===== config.mk =====
export PLATFORM = sky130hd
export DESIGN_NAME = data_bus_arbiter_flat
export DESIGN_NICKNAME = d
export VERILOG_FILES = /design/src/rtl/data_bus_arbiter_pkg.sv /design/src/rtl/data_bus_arbiter_if.sv /design/src/rtl/data_bus_arbiter_rr_arbiter_2.sv /design/src/rtl/data_bus_arbiter.sv /design/src/flat_wrapper.sv
export SDC_FILE = /design/constraint.sdc
export NUM_CORES = 1
export LEC_CHECK = 0
export ABC_AREA = 1
export CORE_MARGIN = 4
export CORE_UTILIZATION = 38
export DETAILED_ROUTE_END_ITERATION = 10
export GPL_ROUTABILITY_DRIVEN = 0
export HOLD_SLACK_MARGIN = 0.1
export PLACE_DENSITY = 0.87
export SYNTH_ARGS = -nofsm -noshare
export SYNTH_HDL_FRONTEND = slang
export SYNTH_SLANG_ARGS = --single-unit

===== constraint.sdc =====
create_clock -name clock -period 1.6 [get_ports clock]
set_clock_uncertainty 0.2 [all_clocks]
set_input_delay 0.32 -clock clock [delete_from_list [all_inputs] [get_ports clock]]
set_output_delay 0.32 -clock clock [all_outputs]
set_load 0.02 [all_outputs]

===== src/rtl/data_bus_arbiter_pkg.sv =====
// -----------------------------------------------------------------------------
// data_bus_arbiter_pkg
// Shared constants and types for the two-master data bus arbiter:
//   - FSM state encoding (IDLE / ACCESS / RESPOND)
//   - bus access format codes (RISC-V funct3 load/store encoding)
//   - one-hot grant codes produced by rr_arbiter_2
//   - request_t: the payload latched from the granted master
// -----------------------------------------------------------------------------
package data_bus_arbiter_pkg;

    typedef enum logic [1:0] {
        IDLE    = 2'd0,
        ACCESS  = 2'd1,
        RESPOND = 2'd2
    } state_t;

    // Access formats, funct3 encoding. Stores use the same codes as loads.
    localparam logic [2:0] FMT_B  = 3'b000;
    localparam logic [2:0] FMT_H  = 3'b001;
    localparam logic [2:0] FMT_W  = 3'b010;
    localparam logic [2:0] FMT_BU = 3'b100;
    localparam logic [2:0] FMT_HU = 3'b101;

    // One-hot grant vector: bit 0 = M0, bit 1 = M1.
    localparam logic [1:0] GRANT_NONE = 2'b00;
    localparam logic [1:0] GRANT_M0   = 2'b01;
    localparam logic [1:0] GRANT_M1   = 2'b10;

    typedef struct packed {
        logic [31:0] address;
        logic [31:0] write_data;
        logic [2:0]  format;
        logic        write;
    } request_t;

endpackage


===== src/rtl/data_bus_arbiter_if.sv =====
// -----------------------------------------------------------------------------
// data_bus_arbiter_if
// Bundles both master ports and the slave-side bus of the arbiter.
//   modport slave  : the arbiter's view (serves the masters, drives the bus)
//   modport master : the environment's view (masters plus the memory slave)
// Signals:
//   mX_request/address/write_data/format/write  master request + payload
//   mX_ack/error/read_data                      one-cycle completion to master
//   bus_address/write_data/format               slave payload
//   bus_read_enable/bus_write_enable            slave strobes
//   bus_data_fetched/bus_ready                  slave response
// -----------------------------------------------------------------------------
interface data_bus_arbiter_if;

    logic        m0_request;
    logic [31:0] m0_address;
    logic [31:0] m0_write_data;
    logic [2:0]  m0_format;
    logic        m0_write;
    logic        m0_ack;
    logic        m0_error;
    logic [31:0] m0_read_data;

    logic        m1_request;
    logic [31:0] m1_address;
    logic [31:0] m1_write_data;
    logic [2:0]  m1_format;
    logic        m1_write;
    logic        m1_ack;
    logic        m1_error;
    logic [31:0] m1_read_data;

    logic [31:0] bus_address;
    logic [31:0] bus_write_data;
    logic [2:0]  bus_format;
    logic        bus_read_enable;
    logic        bus_write_enable;
    logic [31:0] bus_data_fetched;
    logic        bus_ready;

    modport slave (
        input  m0_request, m0_address, m0_write_data, m0_format, m0_write,
        output m0_ack, m0_error, m0_read_data,
        input  m1_request, m1_address, m1_write_data, m1_format, m1_write,
        output m1_ack, m1_error, m1_read_data,
        output bus_address, bus_write_data, bus_format,
        output bus_read_enable, bus_write_enable,
        input  bus_data_fetched, bus_ready
    );

    modport master (
        output m0_request, m0_address, m0_write_data, m0_format, m0_write,
        input  m0_ack, m0_error, m0_read_data,
        output m1_request, m1_address, m1_write_data, m1_format, m1_write,
        input  m1_ack, m1_error, m1_read_data,
        input  bus_address, bus_write_data, bus_format,
        input  bus_read_enable, bus_write_enable,
        output bus_data_fetched, bus_ready
    );

endinterface


===== src/rtl/data_bus_arbiter_rr_arbiter_2.sv =====
// -----------------------------------------------------------------------------
// rr_arbiter_2
// Combinational two-way round-robin pick.
//   request[1:0]  in   request[0] = M0, request[1] = M1
//   last_grant    in   index of the master served most recently
//   grant[1:0]    out  one-hot grant, 00 when nobody requests
// A lone requester always wins; on a tie the master not served last wins.
// -----------------------------------------------------------------------------
module rr_arbiter_2
    import data_bus_arbiter_pkg::*;
(
    input  logic [1:0] request,
    input  logic       last_grant,
    output logic [1:0] grant
);

    always_comb begin
        // NOTE: assign a default before the case so every path drives grant;
        // a missing assignment in always_comb would infer a latch.
        grant = GRANT_NONE;
        case (request)
            2'b01:   grant = GRANT_M0;
            2'b10:   grant = GRANT_M1;
            2'b11:   grant = last_grant ? GRANT_M0 : GRANT_M1;
            default: grant = GRANT_NONE;
        endcase
    end

endmodule


===== src/rtl/data_bus_arbiter.sv =====
// -----------------------------------------------------------------------------
// data_bus_arbiter
// Shares one data-memory slave port between M0 (core load/store) and M1
// (debug loader / DMA). One transfer in flight at a time, round-robin on ties,
// and a timeout that completes a transfer with an error if the slave never
// raises bus_ready.
//   clock  in  single clock, all state on the rising edge
//   reset  in  synchronous, active-low
//   port   arbiter side (slave modport) of data_bus_arbiter_if
// Transfer: IDLE (grant, latch payload) -> ACCESS (strobe held until ready or
// timeout) -> RESPOND (one-cycle ack to the granted master) -> IDLE.
// -----------------------------------------------------------------------------
module data_bus_arbiter
    import data_bus_arbiter_pkg::*;
#(
    parameter int TIMEOUT_CYCLES = 255,  // 0 disables the timeout
    parameter int TIMER_WIDTH    = 8
)(
    input  logic               clock,
    input  logic               reset,
    data_bus_arbiter_if.slave  port
);

    localparam bit                     TIMEOUT_ENABLE = (TIMEOUT_CYCLES != 0);
    localparam logic [TIMER_WIDTH-1:0] TIMER_LAST     = TIMER_WIDTH'(TIMEOUT_CYCLES - 1);

    state_t                 state;
    logic                   last_grant;   // 0 = M0, 1 = M1; also the master in flight
    logic [TIMER_WIDTH-1:0] timer;
    logic [1:0]             grant;
    request_t               req0, req1, sel;
    logic                   timeout_hit;
    logic [31:0]            resp_data;
    logic                   resp_error;

    assign req0 = '{address: port.m0_address, write_data: port.m0_write_data,
                    format: port.m0_format, write: port.m0_write};
    assign req1 = '{address: port.m1_address, write_data: port.m1_write_data,
                    format: port.m1_format, write: port.m1_write};

    rr_arbiter_2 u_rr_arbiter_2 (
        .request    ({port.m1_request, port.m0_request}),
        .last_grant (last_grant),
        .grant      (grant)
    );

    always_comb begin
        sel = req0;
        if (grant[1]) sel = req1;
    end

    // A ready slave wins over a timeout landing in the same cycle.
    assign timeout_hit = TIMEOUT_ENABLE && (timer == TIMER_LAST);
    assign resp_error  = !port.bus_ready;
    assign resp_data   = port.bus_ready ? port.bus_data_fetched : 32'd0;

    // NOTE: sequential state uses non-blocking assignments only, so every
    // register sees the pre-edge value of every other register.
    always_ff @(posedge clock) begin
        if (!reset) begin
            state                 <= IDLE;
            last_grant            <= 1'b1;     // M0 wins the first tie
            timer                 <= '0;
            port.m0_ack           <= 1'b0;
            port.m0_error         <= 1'b0;
            port.m0_read_data     <= '0;
            port.m1_ack           <= 1'b0;
            port.m1_error         <= 1'b0;
            port.m1_read_data     <= '0;
            port.bus_address      <= '0;
            port.bus_write_data   <= '0;
            port.bus_format       <= '0;
            port.bus_read_enable  <= 1'b0;
            port.bus_write_enable <= 1'b0;
        end else begin
            case (state)
                IDLE: begin
                    if (grant != GRANT_NONE) begin
                        last_grant            <= grant[1];
                        port.bus_address      <= sel.address;
                        port.bus_write_data   <= sel.write_data;
                        port.bus_format       <= sel.format;
                        port.bus_write_enable <= sel.write;
                        port.bus_read_enable  <= !sel.write;
                        timer                 <= '0;
                        state                 <= ACCESS;
                    end
                end

                ACCESS: begin
                    if (port.bus_ready || timeout_hit) begin
                        port.bus_read_enable  <= 1'b0;
                        port.bus_write_enable <= 1'b0;
                        if (last_grant) begin
                            port.m1_ack       <= 1'b1;
                            port.m1_error     <= resp_error;
                            port.m1_read_data <= resp_data;
                        end else begin
                            port.m0_ack       <= 1'b1;
                            port.m0_error     <= resp_error;
                            port.m0_read_data <= resp_data;
                        end
                        state <= RESPOND;
                    end else if (timer != '1) begin
                        // Saturate rather than wrap when the timeout is disabled.
                        timer <= timer + TIMER_WIDTH'(1);
                    end
                end

                RESPOND: begin
                    // Completion outputs live for this single cycle only; the
                    // bus payload stays put until the next grant.
                    port.m0_ack       <= 1'b0;
                    port.m0_error     <= 1'b0;
                    port.m0_read_data <= '0;
                    port.m1_ack       <= 1'b0;
                    port.m1_error     <= 1'b0;
                    port.m1_read_data <= '0;
                    state             <= IDLE;
                end

                default: state <= IDLE;
            endcase
        end
    end

endmodule


===== src/flat_wrapper.sv =====
// flat-port wrapper written by rule: the top's interface ports become plain ports
module data_bus_arbiter_flat import data_bus_arbiter_pkg::*;
#(
    parameter int TIMEOUT_CYCLES = 255,                           
    parameter int TIMER_WIDTH    = 8
)
  (clock, reset, port_m0_request, port_m0_address, port_m0_write_data, port_m0_format, port_m0_write, port_m0_ack, port_m0_error, port_m0_read_data, port_m1_request, port_m1_address, port_m1_write_data, port_m1_format, port_m1_write, port_m1_ack, port_m1_error, port_m1_read_data, port_bus_address, port_bus_write_data, port_bus_format, port_bus_read_enable, port_bus_write_enable, port_bus_data_fetched, port_bus_ready);
  data_bus_arbiter_if port_i ();
  input  logic clock;
  input  logic reset;
  input wire logic [$bits(port_i.m0_request)-1:0] port_m0_request;
  input wire logic [$bits(port_i.m0_address)-1:0] port_m0_address;
  input wire logic [$bits(port_i.m0_write_data)-1:0] port_m0_write_data;
  input wire logic [$bits(port_i.m0_format)-1:0] port_m0_format;
  input wire logic [$bits(port_i.m0_write)-1:0] port_m0_write;
  output wire logic [$bits(port_i.m0_ack)-1:0] port_m0_ack;
  output wire logic [$bits(port_i.m0_error)-1:0] port_m0_error;
  output wire logic [$bits(port_i.m0_read_data)-1:0] port_m0_read_data;
  input wire logic [$bits(port_i.m1_request)-1:0] port_m1_request;
  input wire logic [$bits(port_i.m1_address)-1:0] port_m1_address;
  input wire logic [$bits(port_i.m1_write_data)-1:0] port_m1_write_data;
  input wire logic [$bits(port_i.m1_format)-1:0] port_m1_format;
  input wire logic [$bits(port_i.m1_write)-1:0] port_m1_write;
  output wire logic [$bits(port_i.m1_ack)-1:0] port_m1_ack;
  output wire logic [$bits(port_i.m1_error)-1:0] port_m1_error;
  output wire logic [$bits(port_i.m1_read_data)-1:0] port_m1_read_data;
  output wire logic [$bits(port_i.bus_address)-1:0] port_bus_address;
  output wire logic [$bits(port_i.bus_write_data)-1:0] port_bus_write_data;
  output wire logic [$bits(port_i.bus_format)-1:0] port_bus_format;
  output wire logic [$bits(port_i.bus_read_enable)-1:0] port_bus_read_enable;
  output wire logic [$bits(port_i.bus_write_enable)-1:0] port_bus_write_enable;
  input wire logic [$bits(port_i.bus_data_fetched)-1:0] port_bus_data_fetched;
  input wire logic [$bits(port_i.bus_ready)-1:0] port_bus_ready;
  assign port_i.m0_request = port_m0_request;
  assign port_i.m0_address = port_m0_address;
  assign port_i.m0_write_data = port_m0_write_data;
  assign port_i.m0_format = port_m0_format;
  assign port_i.m0_write = port_m0_write;
  assign port_m0_ack = port_i.m0_ack;
  assign port_m0_error = port_i.m0_error;
  assign port_m0_read_data = port_i.m0_read_data;
  assign port_i.m1_request = port_m1_request;
  assign port_i.m1_address = port_m1_address;
  assign port_i.m1_write_data = port_m1_write_data;
  assign port_i.m1_format = port_m1_format;
  assign port_i.m1_write = port_m1_write;
  assign port_m1_ack = port_i.m1_ack;
  assign port_m1_error = port_i.m1_error;
  assign port_m1_read_data = port_i.m1_read_data;
  assign port_bus_address = port_i.bus_address;
  assign port_bus_write_data = port_i.bus_write_data;
  assign port_bus_format = port_i.bus_format;
  assign port_bus_read_enable = port_i.bus_read_enable;
  assign port_bus_write_enable = port_i.bus_write_enable;
  assign port_i.bus_data_fetched = port_bus_data_fetched;
  assign port_i.bus_ready = port_bus_ready;
  data_bus_arbiter #(.TIMEOUT_CYCLES(TIMEOUT_CYCLES), .TIMER_WIDTH(TIMER_WIDTH)) u_core (.clock(clock), .reset(reset), .port(port_i));
endmodule

## Word level (Yosys, flattened, before mapping)

Index checks and enable logic that the tools add are counted.

- Register bits: 148
- Input bits: 173
- Output and inout port bits: 137
- Logic and storage cells: 75

- Add/subtract/negate cells: 1
- Eq/ne operators: 13
- Mux-type cells: 34
- Reductions and logical operators: 13

Operators by type and width:

| kind | number |
|---|---|
| 32-bit 2-to-1 mux | 5 |
| 32-bit case mux with 2 select lines | 2 |
| 68-bit 2-to-1 mux | 1 |
| 8-bit 2-to-1 mux | 3 |
| 8-bit case mux with 2 select lines | 1 |
| 1-bit case mux with 2 select lines | 6 |
| 1-bit 2-to-1 mux | 11 |
| 3-bit AND reduction | 3 |
| 8-bit by 1-bit adder with 8-bit output, second input constant | 1 |
| 8-bit == test, second input constant | 1 |
| 2-bit by 1-bit != test with 1-bit output, second input constant | 4 |
| 8-bit != test, second input constant | 1 |
| 2-bit == test, second input constant | 3 |
| 2-bit 2-to-1 mux | 3 |
| 2-bit case mux with 3 select lines | 1 |
| 2-bit nonzero test | 3 |
| 2-bit by 1-bit == test with 1-bit output, second input constant | 2 |
| 2-bit != test, second input constant | 2 |
| 2-bit case mux with 2 select lines | 1 |
| 2-bit AND reduction | 2 |
| 4-bit AND reduction | 1 |
| 1-bit logical NOT | 2 |
| 2-bit logical NOT | 1 |
| 1-bit logical OR | 1 |

## Logic depth before layout (Yosys ltp)

Gate-level depths: netlist of the first run.

- Word-level depth: 6
- Mapped depth: 11
- Mapped depth without buffers: 11

## Modules after synthesis

A second synthesis of the first run with hierarchy kept.

- Cell total of the unflattened synthesis: 865
- Area total of the unflattened synthesis: 6276.0 um^2

Modules (own cells, without submodules):

| module | instances | cells each | area each (um^2) | sequential area each (um^2) |
|---|---|---|---|---|
| data_bus_arbiter | 1 | 860 | 6254.7 | 2962.8 |
| rr_arbiter_2 | 1 | 5 | 21.3 | 0.0 |

## Worst setup path after synthesis of the first run

Ideal clock, no wire load.

- Kind: flip-flop to flip-flop
- Start: reg u_core.state[1]
- End: reg u_core.port.bus_write_enable
- Library setup time: 0.118 ns
- Arrival time: 1.413 ns
- Required time: 1.282 ns
- Path slack: -0.131 ns
- Stages on the path, launching flop included: 10
- Path buffers: 2
- Period minus slack after synthesis: 1.731 ns
- Path through: dfxtp_1 inv_1 ha_1 buf_4 clkinv_1 o21ai_1 buf_2 nand2_1 nand2_1 a21oi_1

- Longest elaborated chain between the ends: 3
- Elaborated cells between the ends (all ways): 7
- Classes of those cells: eq/ne (3); mux (1); reduce/logical (3)

Ends and longest elaborated chain:

| item | RTL line | RTL |
|---|---|---|
| from (decl) | data_bus_arbiter.sv:27 | `state_t state;` |
| from (signal assigned) | data_bus_arbiter.sv:61 | `state <= IDLE;` |
| from (signal assigned) | data_bus_arbiter.sv:86 | `state <= ACCESS;` |
| from (signal assigned) | data_bus_arbiter.sv:103 | `state <= RESPOND;` |
| 2-bit by 1-bit == test with 1-bit output or 2-bit logical NOT (tied branches) | data_bus_arbiter.sv:76 | `case (state)` |
| 2-bit by 1-bit != test with 1-bit output (no line) or 2-bit nonzero test (tied branches) | -- |  |
| 3-bit AND reduction (no line) | -- |  |
| to (signal assigned) | data_bus_arbiter.sv:83 | `port.bus_write_enable <= sel.write;` |
| to (decl) | data_bus_arbiter_if.sv:47 | `output bus_read_enable, bus_write_enable,` |

Several ways; a longest one is shown, not always the timed one.
A chain may end at the register's enable or synchronous reset.

## Worst setup path after layout of the first run

- Start: reg u_core.timer[0]
- End: reg u_core.timer[7]

- Longest elaborated chain between the ends: 4
- Elaborated cells between the ends (all ways): 10
- Classes of those cells: add/sub (1); eq/ne (4); mux (3); reduce/logical (2)

Ends and longest elaborated chain:

| item | RTL line | RTL |
|---|---|---|
| from (decl) | data_bus_arbiter.sv:29 | `logic [TIMER_WIDTH-1:0] timer;` |
| from (signal assigned) | data_bus_arbiter.sv:106 | `timer <= timer + TIMER_WIDTH'(1);` |
| 8-bit by 1-bit adder with 8-bit output or 8-bit == test (tied branches) | data_bus_arbiter.sv:106, data_bus_arbiter.sv:53 |  |
| 8-bit 2-to-1 mux or 1-bit logical OR (tied branches) | data_bus_arbiter.sv:104, data_bus_arbiter.sv:91 |  |
| 8-bit 2-to-1 mux or 2-bit != test (tied branches) | -- |  |
| 8-bit case mux with 2 select lines or 4-bit AND reduction (tied branches) | -- |  |

Several ways; a longest one is shown, not always the timed one. The select of a mux whose other input is x is not followed.

==> results of run 1 <==
[metrics by stage]
stage	total power [mW]	setup slack [ps]	hold slack, ps
after floorplan	8.21	-30.8	267
after global placement	10.8	-524	251
after detailed placement	10.9	-556	256
after CTS	15.4	-145	268
after global routing	17.6	-261	286
final	16.8	-170	266
[registers in the layout (all words and copies together), names as in the netlist]
name                          flops
u_core.last_grant                 1
u_core.port.bus_address          32
u_core.port.bus_format            3
u_core.port.bus_read_enable       1
u_core.port.bus_write_data       32
u_core.port.bus_write_enable      1
u_core.port.m0_ack                1
u_core.port.m0_error              1
u_core.port.m0_read_data         32
u_core.port.m1_ack                1
u_core.port.m1_error              1
u_core.port.m1_read_data         32
u_core.state                      2
u_core.timer                      8
[cell families (layout without fill, tap and decap cells)]
group	Yosys count	count (layout)
fa+ha+maj	6	6
simple gates	329	329
flops	148	148
buf+inv	246	628
compound gates	221	221
[synthesized netlist by cell type (all sizes together)]
cell / instances / area [um^2]
or2: 2 / 12.5
buf: 38 / 226
nor2: 35 / 139
a21boi: 1 / 7.51
nor3: 2 / 10.0
o21ai: 5 / 25.0
inv: 179 / 672
a21oi: 81 / 526
dfxtp: 148 / 2960
nand2: 273 / 1030
nand3: 14 / 108
nor3b: 2 / 15.0
o211ai: 134 / 1010
clkinv: 3 / 13.8
nand3b: 1 / 7.51
ha: 6 / 75.1
clkbuf: 26 / 97.6
[cell type report]
| class | instances | area share, % |
|---|---|---|
| multi-input cells | 556 | 27.3 |
| well taps | 229 | 2.34 |
| clock inverters | 12 | 1.05 |
| clock buffers | 20 | 3.80 |
| inverters | 182 | 6.02 |
| flip-flops and latches | 148 | 24.2 |
| repair inverters | 6 | 0.683 |
| repair buffers | 408 | 34.6 |
[worst max path at each step]
stage	startpoint	to	slack [ps]	depth (start not counted)
floorplan	u_core.timer[1]$_SDFFE_PN0P_	u_core.timer[0]$_SDFFE_PN0P_	-30	10
global placement	port_m0_request	u_core.port.bus_write_enable$_SDFFE_PN0P_	-520	7
detailed placement	port_m0_request	u_core.port.bus_write_enable$_SDFFE_PN0P_	-560	7
CTS	u_core.state[1]$_SDFFE_PN0P_	u_core.port.m0_read_data[31]$_SDFFE_PN0P_	-140	8
finish	u_core.timer[0]$_SDFFE_PN0P_	u_core.timer[7]$_SDFFE_PN0P_	-170	11
global route	u_core.timer[0]$_SDFFE_PN0P_	u_core.port.m0_read_data[16]$_SDFFE_PN0P_	-260	12
[worst register-to-register path, delay by kind of cell (launching register included)]
kind | cells | cell delay [ps]
buf+inv | 3 | 340
simple gates | 6 | 480
flops | 1 | 340
compound gates | 1 | 170
fa+ha+maj | 1 | 140
[routing by layer]
layer  GRT usage [%]  share of wire (%)  vias to the layer above
li1                -                  -                     3776
met1            27.2                 40                     3663
met2            40.6                 51                      284
met3            4.96                6.2                       70
met4            10.2                3.6                        0
met5               0                  0                        -
[power groups by stage]
stage / Clock [mW] / Sequential (mW) / Combinational, mW
floorplan: 0 / 5.70 / 2.51
global placement: 0 / 4.89 / 5.88
detailed placement: 0 / 4.92 / 5.99
CTS: 4.09 / 4.87 / 6.42
global route: 4.30 / 4.98 / 8.31
finish: 4.05 / 4.90 / 7.81
[repair_timing]
action	in CTS	in global routing
gates resized for setup	430	185
setup buffers	3	12
endpoints found under the hold margin	5	0
cloned	7	23
pin swaps	7	77
hold buffers	1	0
setup endpoints to repair	283	209
==> out/metrics.sh, run 1 <==
SYNTHXORXNORAREAFRAC_PCT=0
INITIAL_CORE_UTIL_PCT=38.6
DESIGN.FINAL.NETS=1498
CTS.SINK_COUNT=148
UNIQUE_MASTERS_POST_SYNTH=27
ROW_COUNT=49
CLK_ROOT_BUFFER_CELL='sky130_fd_sc_hd__clkbuf_16'
SETUP_TNS_PS=-14470
FIN_UTIL_PCT=68.3
CLOCK_NETWORK_FRACTION_OF_DESIGN_POWER_PCT=24.2
DETAILEDPLACEMENTHPWL_UM=16900
FINAL_COUNT_OF_PINS_VIOLATING_MAX_SLEW=0
SYNTHESIS.AREA_PER_INSTANCE_UM2=7.30
POWER.SHARE.COMBINATIONAL_PCT=46.6
SWITCHING_SHARE_PCT=37.8
CTS_TREE='yes'
ANTENNA_CELLS_INSERTED=0
TIMING.FINAL.CRIT_SHARE_PCT=111
CAP_VIOL_MAX_COUNT=0
H-TREE-DEPTH=4
FINAL-HOLD-VIOLATION-COUNT=0
SYN_INST=950
SETUP.WORST_PATH.CLASS='flip-flop to flip-flop'
IO_BUFFERS=309
CLK_PIN_SLEW_WORST_PATHS_PS=60
ROUTED-VIA-COUNT=7793
NUM-FILL-CELLS=1365
CRIT_FAMILY='simple AND/OR/NAND/NOR gates'
REGTOREGENDPOINT='u_core.timer[7]$_SDFFE_PN0P_'
SYNTH_SIMPLE_GATE_AREA_SHARE_PCT=19.1
SYNTH_FP_NETS=1129
FINAL_CELL_MIX='223 x sky130_fd_sc_hd__nand2_1, 172 x sky130_fd_sc_hd__inv_1, 169 x sky130_fd_sc_hd__clkdlybuf4s50_1'
WORSTSETUPENDPOINTTYPE='flip-flop'
PATH_BUF_INV=3
DRT-PASS1-ITER-COUNT=5
GRT_PASS1_VIAS=7497
NETLIST_AREA_UM2=6940
RUN_STATUS='finished, violations left'
GRT_START_MAX_NET_PINS=39
GRT_ANTENNA_BEFORE_REPAIR=0
WORST-R2R-SETUP-SLACK_PS=-170
GRT_FIRST_PASS_WIRELENGTH_UM=37700
COMPOUND_CELL_AREA_SHARE_OF_THE_YOSYS_NETLIST_PCT=22.6
DOMINANT_CELL_TYPE_BY_COUNT_ON_THE_CRITICAL_PATH='sky130_fd_sc_hd__buf_6'
HOLD_PATH.CLASS='flip-flop to flip-flop'
WORSTHOLDENDPOINT='u_core.port.m0_read_data[31]$_SDFFE_PN0P_'
WORST_SLEW_PIN_SLEW_PS=285
COUNT_OF_STATE_ELEMENTS_AFTER_SYNTHESIS=148
ROUTED_WIRELENGTH_UM=27000
NET-SWITCHING-POWER_mW=6.33
CHIP_HEIGHT_UM=143
PLACED_CELLS=1483
PWR_DENSITY_CELL_nW_PER_UM2=1370
RSZ0062_AT_GRT='true'
POST_LAYOUT_NONFILLER_INSTANCES=1561
DETAIL_ROUTE.WL_PER_CELL_UM=17.3
TIMING.FINAL.SETUP_VIOLATIONS=145
FAILED_CHECKS='negative setup slack'
DRIVE_GT1_SHARE_PCT=31.5
P_INT_mW=10.4
CRIT_PATH_CELL_TRACE='buf_4 > buf_6 > ha_4 > nand2_4 > nor2_4 > nand2_1 > nand3_1 > nand2_2 > buf_6 > a21oi_1 > nor2_1'
DIE_AREA_UM2=20500
FINAL.MIN_CLOCK_PERIOD_PS=1770
SLOWEST_DELAY_PS=340
WORSTPATHREQUIRED_PS=1700
COMBINATIONAL_FAMILY_WITH_THE_MOST_AREA_AFTER_SYNTHESIS='compound AO/OA/AOI/OAI gates'
POWER.STATIC_LEAKAGE_nW=5.54
PLACE_AREA_UM2=10600
FINAL.SETUP.WORST_SLACK_PS=-170
SYNTH_WARNINGS=0
SYN_TO_FINAL_GROWTH_PCT=76.9
POSTLAYOUTCELLAREA_UM2=12300
ACHIEVABLE-FREQUENCY_GHz=0.565
TIMING.REG2REG.WORST_PATH_DEPTH=11
MULTI_INPUT_AREA_UM2=3350
INSERTION_DELAY_PS=420
HOLD_START='u_core.port.m0_read_data[31]$_SDFFE_PN0P_'
SLEW-LIMIT-HEADROOM_PCT=80.9
LAYOUT_COMMONEST_CELL='sky130_fd_sc_hd__nand2_1'
REMAINING_DRC_ERRORS=0
REGTOREGSTARTPOINT='u_core.timer[0]$_SDFFE_PN0P_'
GLOBAL_ROUTE.USAGE.TOTAL_PCT=23.2
CRIT_ARRIVAL_PS=1870
AVGVIACOUNTPERCELL=4.99
CTSLONGESTPATHBUFFERS=2
FLOORPLAN.DIE.WIDTH_UM=143
CORE_AREA_UM2=18000
SYNTH_SEQUENTIAL_AREA_RATIO_PCT=42.7
POST_SYNTH_FA_HA_MAJ_AREA_FRACTION_PCT=1.08
VDD_IR_DROP_MAX_mV=0.859
DETAIL_ROUTE.ITER0.VIOLATIONS=438
SEQCELLAREA_UM2=2970
MIN_PATH_CELLS=2
CRIT_FANOUT=4
YOSYS-MUX-AREA-FRACTION_PCT=0
DRTANTENNAVIOLNETS=0
GLOBALROUTEOVERFLOWTOTAL=0
SLOWEST_CELL_ON_CRIT_PATH='sky130_fd_sc_hd__dfxtp_2'
PIN_COUNT=310
CTS_MADE_BUFFERS=17
CRITPATHLAUNCHTYPE='flip-flop'
PWR-SHARE-SEQ_PCT=29.2
Note: power is estimated with default switching activity, not from simulation.
==> inputs of run 2 (changes only) <==
Settings changed: PLACE_DENSITY 0.87 to default, PLACE_DENSITY_LB_ADDON from default to 0.3.
==> run 2 against run 1 <==
Compared with the run above:
- the flow still finishes with violations (negative setup slack)
- via count is 1.3% lower
- design area hardly changed
- die area stayed put
- clock power hardly changed
- largest power group unchanged
- total power is 1.3% lower
- maximum frequency is 2.2% higher
==> out/metrics.sh, run 2 (synthesis gave the netlist of run 1 again) <==
DESIGN.FINAL.NETS=1503  # +0.33%
CTSLONGESTPATHBUFFERS=2  # unchanged
WORST-R2R-SETUP-SLACK_PS=-130  # +40 ps
SETUP.WORST_PATH.CLASS='flip-flop to flip-flop'
CLK_ROOT_BUFFER_CELL='sky130_fd_sc_hd__clkbuf_16'
DETAILEDPLACEMENTHPWL_UM=16400  # -3.1%
TIMING.FINAL.SETUP_VIOLATIONS=133  # -8.3%
ACHIEVABLE-FREQUENCY_GHz=0.577  # +2.2%
CLK_PIN_SLEW_WORST_PATHS_PS=70  # about the same
CRITPATHLAUNCHTYPE='flip-flop'
FINAL.SETUP.WORST_SLACK_PS=-132  # +38.3 ps
FINAL-HOLD-VIOLATION-COUNT=0  # unchanged
REGTOREGENDPOINT='u_core.port.m0_read_data[21]$_SDFFE_PN0P_'
CTS_TREE='yes'
REGTOREGSTARTPOINT='u_core.timer[0]$_SDFFE_PN0P_'
REMAINING_DRC_ERRORS=0  # unchanged
NUM-FILL-CELLS=1474  # +8.0%
WORSTHOLDENDPOINT='u_core.timer[1]$_SDFFE_PN0P_'
CORE_AREA_UM2=18000  # unchanged
VDD_IR_DROP_MAX_mV=0.823  # -4.3%
RUN_STATUS='finished, violations left'
DRIVE_GT1_SHARE_PCT=33.1  # +1.6 points
H-TREE-DEPTH=4  # unchanged
TIMING.FINAL.CRIT_SHARE_PCT=108  # -2.4 points
GR-USAGE-MET1_PCT=27.5  # +0.28 points
CHIP_HEIGHT_UM=143  # unchanged
GRT_UTIL_MET2_PCT=37.8  # -2.8 points
PLACED_CELLS=1488  # +0.34%
ROUTED_WIRELENGTH_UM=26000  # -3.4%
POST_LAYOUT_NONFILLER_INSTANCES=1566  # +0.32%
DIE_AREA_UM2=20500  # unchanged
CTS.SINK_COUNT=148  # unchanged
GRT_START_MAX_NET_PINS=42  # +7.7%
WORSTPATHREQUIRED_PS=1760  # +60 ps
DRT-PASS1-ITER-COUNT=7  # +2
PLACE_AREA_UM2=10600  # +0.47%
DETAIL_ROUTE.WL_PER_CELL_UM=16.6  # -3.7%
DP_SLACK_PS=-551  # +4.75 ps
GLOBAL_ROUTE.USAGE.TOTAL_PCT=22.5  # -0.70 points
AVGVIACOUNTPERCELL=4.91  # -1.6%
PIN_COUNT=310  # unchanged
GROUTE.LAYER.MET3.USAGE_PCT=6.87  # +1.9 points
SEQCELLAREA_UM2=2980  # +0.13%
PWR_DENSITY_CELL_nW_PER_UM2=1350  # -1.2%
INITIAL_CORE_UTIL_PCT=38.6  # unchanged
ROUTED-VIA-COUNT=7694  # -1.3%
IO_BUFFERS=309  # unchanged
SLEW-LIMIT-HEADROOM_PCT=77.7  # -3.2 points
FINAL_CELL_MIX='212 x sky130_fd_sc_hd__nand2_1, 172 x sky130_fd_sc_hd__inv_1, 169 x sky130_fd_sc_hd__clkdlybuf4s50_1'
GRT_PASS1_VIAS=7080  # -5.6%
CAP_VIOL_MAX_COUNT=0  # unchanged
GLOBALROUTE.BUSIESTLAYER='met2'
CRIT_FANOUT=17  # +13
TIMING.REG2REG.WORST_PATH_DEPTH=11  # unchanged
SYN_TO_FINAL_GROWTH_PCT=76.8  # about the same
HOLD_START='reset'
FINAL_COUNT_OF_PINS_VIOLATING_MAX_SLEW=0  # unchanged
LAYOUT_COMMONEST_CELL='sky130_fd_sc_hd__nand2_1'
DETAIL_ROUTE.ITER0.VIOLATIONS=309  # -29%
POSTLAYOUTCELLAREA_UM2=12300  # about the same
FLOORPLAN.DIE.WIDTH_UM=143  # unchanged
ANTENNA_CELLS_INSERTED=0  # unchanged
WORST_SLEW_PIN_SLEW_PS=333  # +48.4 ps
HOLD_SLACK_PS=166  # -100 ps
RSZ0062_AT_GRT='true'
POWER.STATIC_LEAKAGE_nW=5.66  # +2.1%
CTS_MADE_BUFFERS=17  # unchanged
CRIT_ARRIVAL_PS=1890  # +20 ps
HOLD_PATH.CLASS='input pin to flip-flop'
FINAL.MIN_CLOCK_PERIOD_PS=1730  # -38.3 ps
GRT_FIRST_PASS_WIRELENGTH_UM=36800  # -2.5%
WORSTSETUPENDPOINTTYPE='flip-flop'
GRT_ANTENNA_BEFORE_REPAIR=0  # unchanged
MIN_PATH_CELLS=4  # +2
GLOBALROUTEOVERFLOWTOTAL=0  # unchanged
ROW_COUNT=49  # unchanged
FAILED_CHECKS='negative setup slack'
INSERTION_DELAY_PS=420  # about the same
DRTANTENNAVIOLNETS=0  # unchanged
MULTI_INPUT_AREA_UM2=3420  # +2.2%
POST_CTS_HOLD_BUFFER_COUNT=0  # -1
run 2: cell count changes in the layout (fill, tap and decap cells not counted), moves of 7 or more:
cell / delta
sky130_fd_sc_hd__buf_2: +16
sky130_fd_sc_hd__nand2_1: -11
sky130_fd_sc_hd__buf_8: +7
sky130_fd_sc_hd__nand2_2: +8
sky130_fd_sc_hd__nor2_1: -7
sky130_fd_sc_hd__clkdlybuf4s15_2: -16
run 2: per-stage QoR:
| step | power (mW) | setup TNS (ps) | utilization [%] |
|---|---|---|---|
| floorplan | 8.21 | -378 | - |
| global placement | 10.9 | -56360 | 59.3 |
| detailed placement | 11.0 | -58240 | 59.3 |
| CTS | 15.4 | -2710 | 65.3 |
| global route | 17.4 | -16010 | 68.3 |
| finish | 16.5 | -5920 | 68.3 |
run 2: timing repair:
item                       CTS  global route
pin swaps                   13            68
cloned                       5            24
resized for setup          432           227
setup buffers                9            12
setup endpoints to repair  282           224
run 2: worst max path at each step:
stage	slack (ps)	start	cells after the start	endpoint
global route	-200	u_core.timer[0]$_SDFFE_PN0P_	11	u_core.port.m0_read_data[21]$_SDFFE_PN0P_
floorplan	-30	u_core.timer[1]$_SDFFE_PN0P_	10	u_core.timer[0]$_SDFFE_PN0P_
CTS	-80	u_core.timer[1]$_SDFFE_PN0P_	10	u_core.port.m0_read_data[25]$_SDFFE_PN0P_
global placement	-530	port_m1_request	6	u_core.port.bus_write_enable$_SDFFE_PN0P_
finish	-130	u_core.timer[0]$_SDFFE_PN0P_	11	u_core.port.m0_read_data[21]$_SDFFE_PN0P_
detailed placement	-550	port_m1_request	6	u_core.port.bus_write_enable$_SDFFE_PN0P_
run 2: metal layers:
metal	share of wire (%)	wire (um)
met2	50	13000
met1	40	10500
met3	7.0	1830
met4	2.8	722
met5	0	0
run 2: critical path, stage by stage, from the launching register on:
cell and delay (ps):
sky130_fd_sc_hd__dfxtp_2 320, sky130_fd_sc_hd__inv_2 70, sky130_fd_sc_hd__ha_4 130, sky130_fd_sc_hd__inv_4 30
sky130_fd_sc_hd__nor2_4 70, sky130_fd_sc_hd__nand2_2 80, sky130_fd_sc_hd__nand3_4 100, sky130_fd_sc_hd__nand3_4 90
sky130_fd_sc_hd__buf_12 160, sky130_fd_sc_hd__inv_6 180, sky130_fd_sc_hd__nand2_2 90, sky130_fd_sc_hd__a21oi_2 140
run 2: cell type report:
class                      instances  share of cell area [%]
inverter                         182                    5.93
tap                              229                    2.34
multi-input combinational        556                    27.9
clock inverter                    14                    1.37
timing repair inverter             5                   0.520
clock buffer                      18                    3.50
timing repair buffer             414                    34.2
sequential                       148                    24.3
run 2: power by group:
part	switching [mW]	internal [mW]	leakage, nW
combinational	4.09	3.51	4.15
clock	1.73	2.35	0.286
sequential	0.422	4.44	1.22
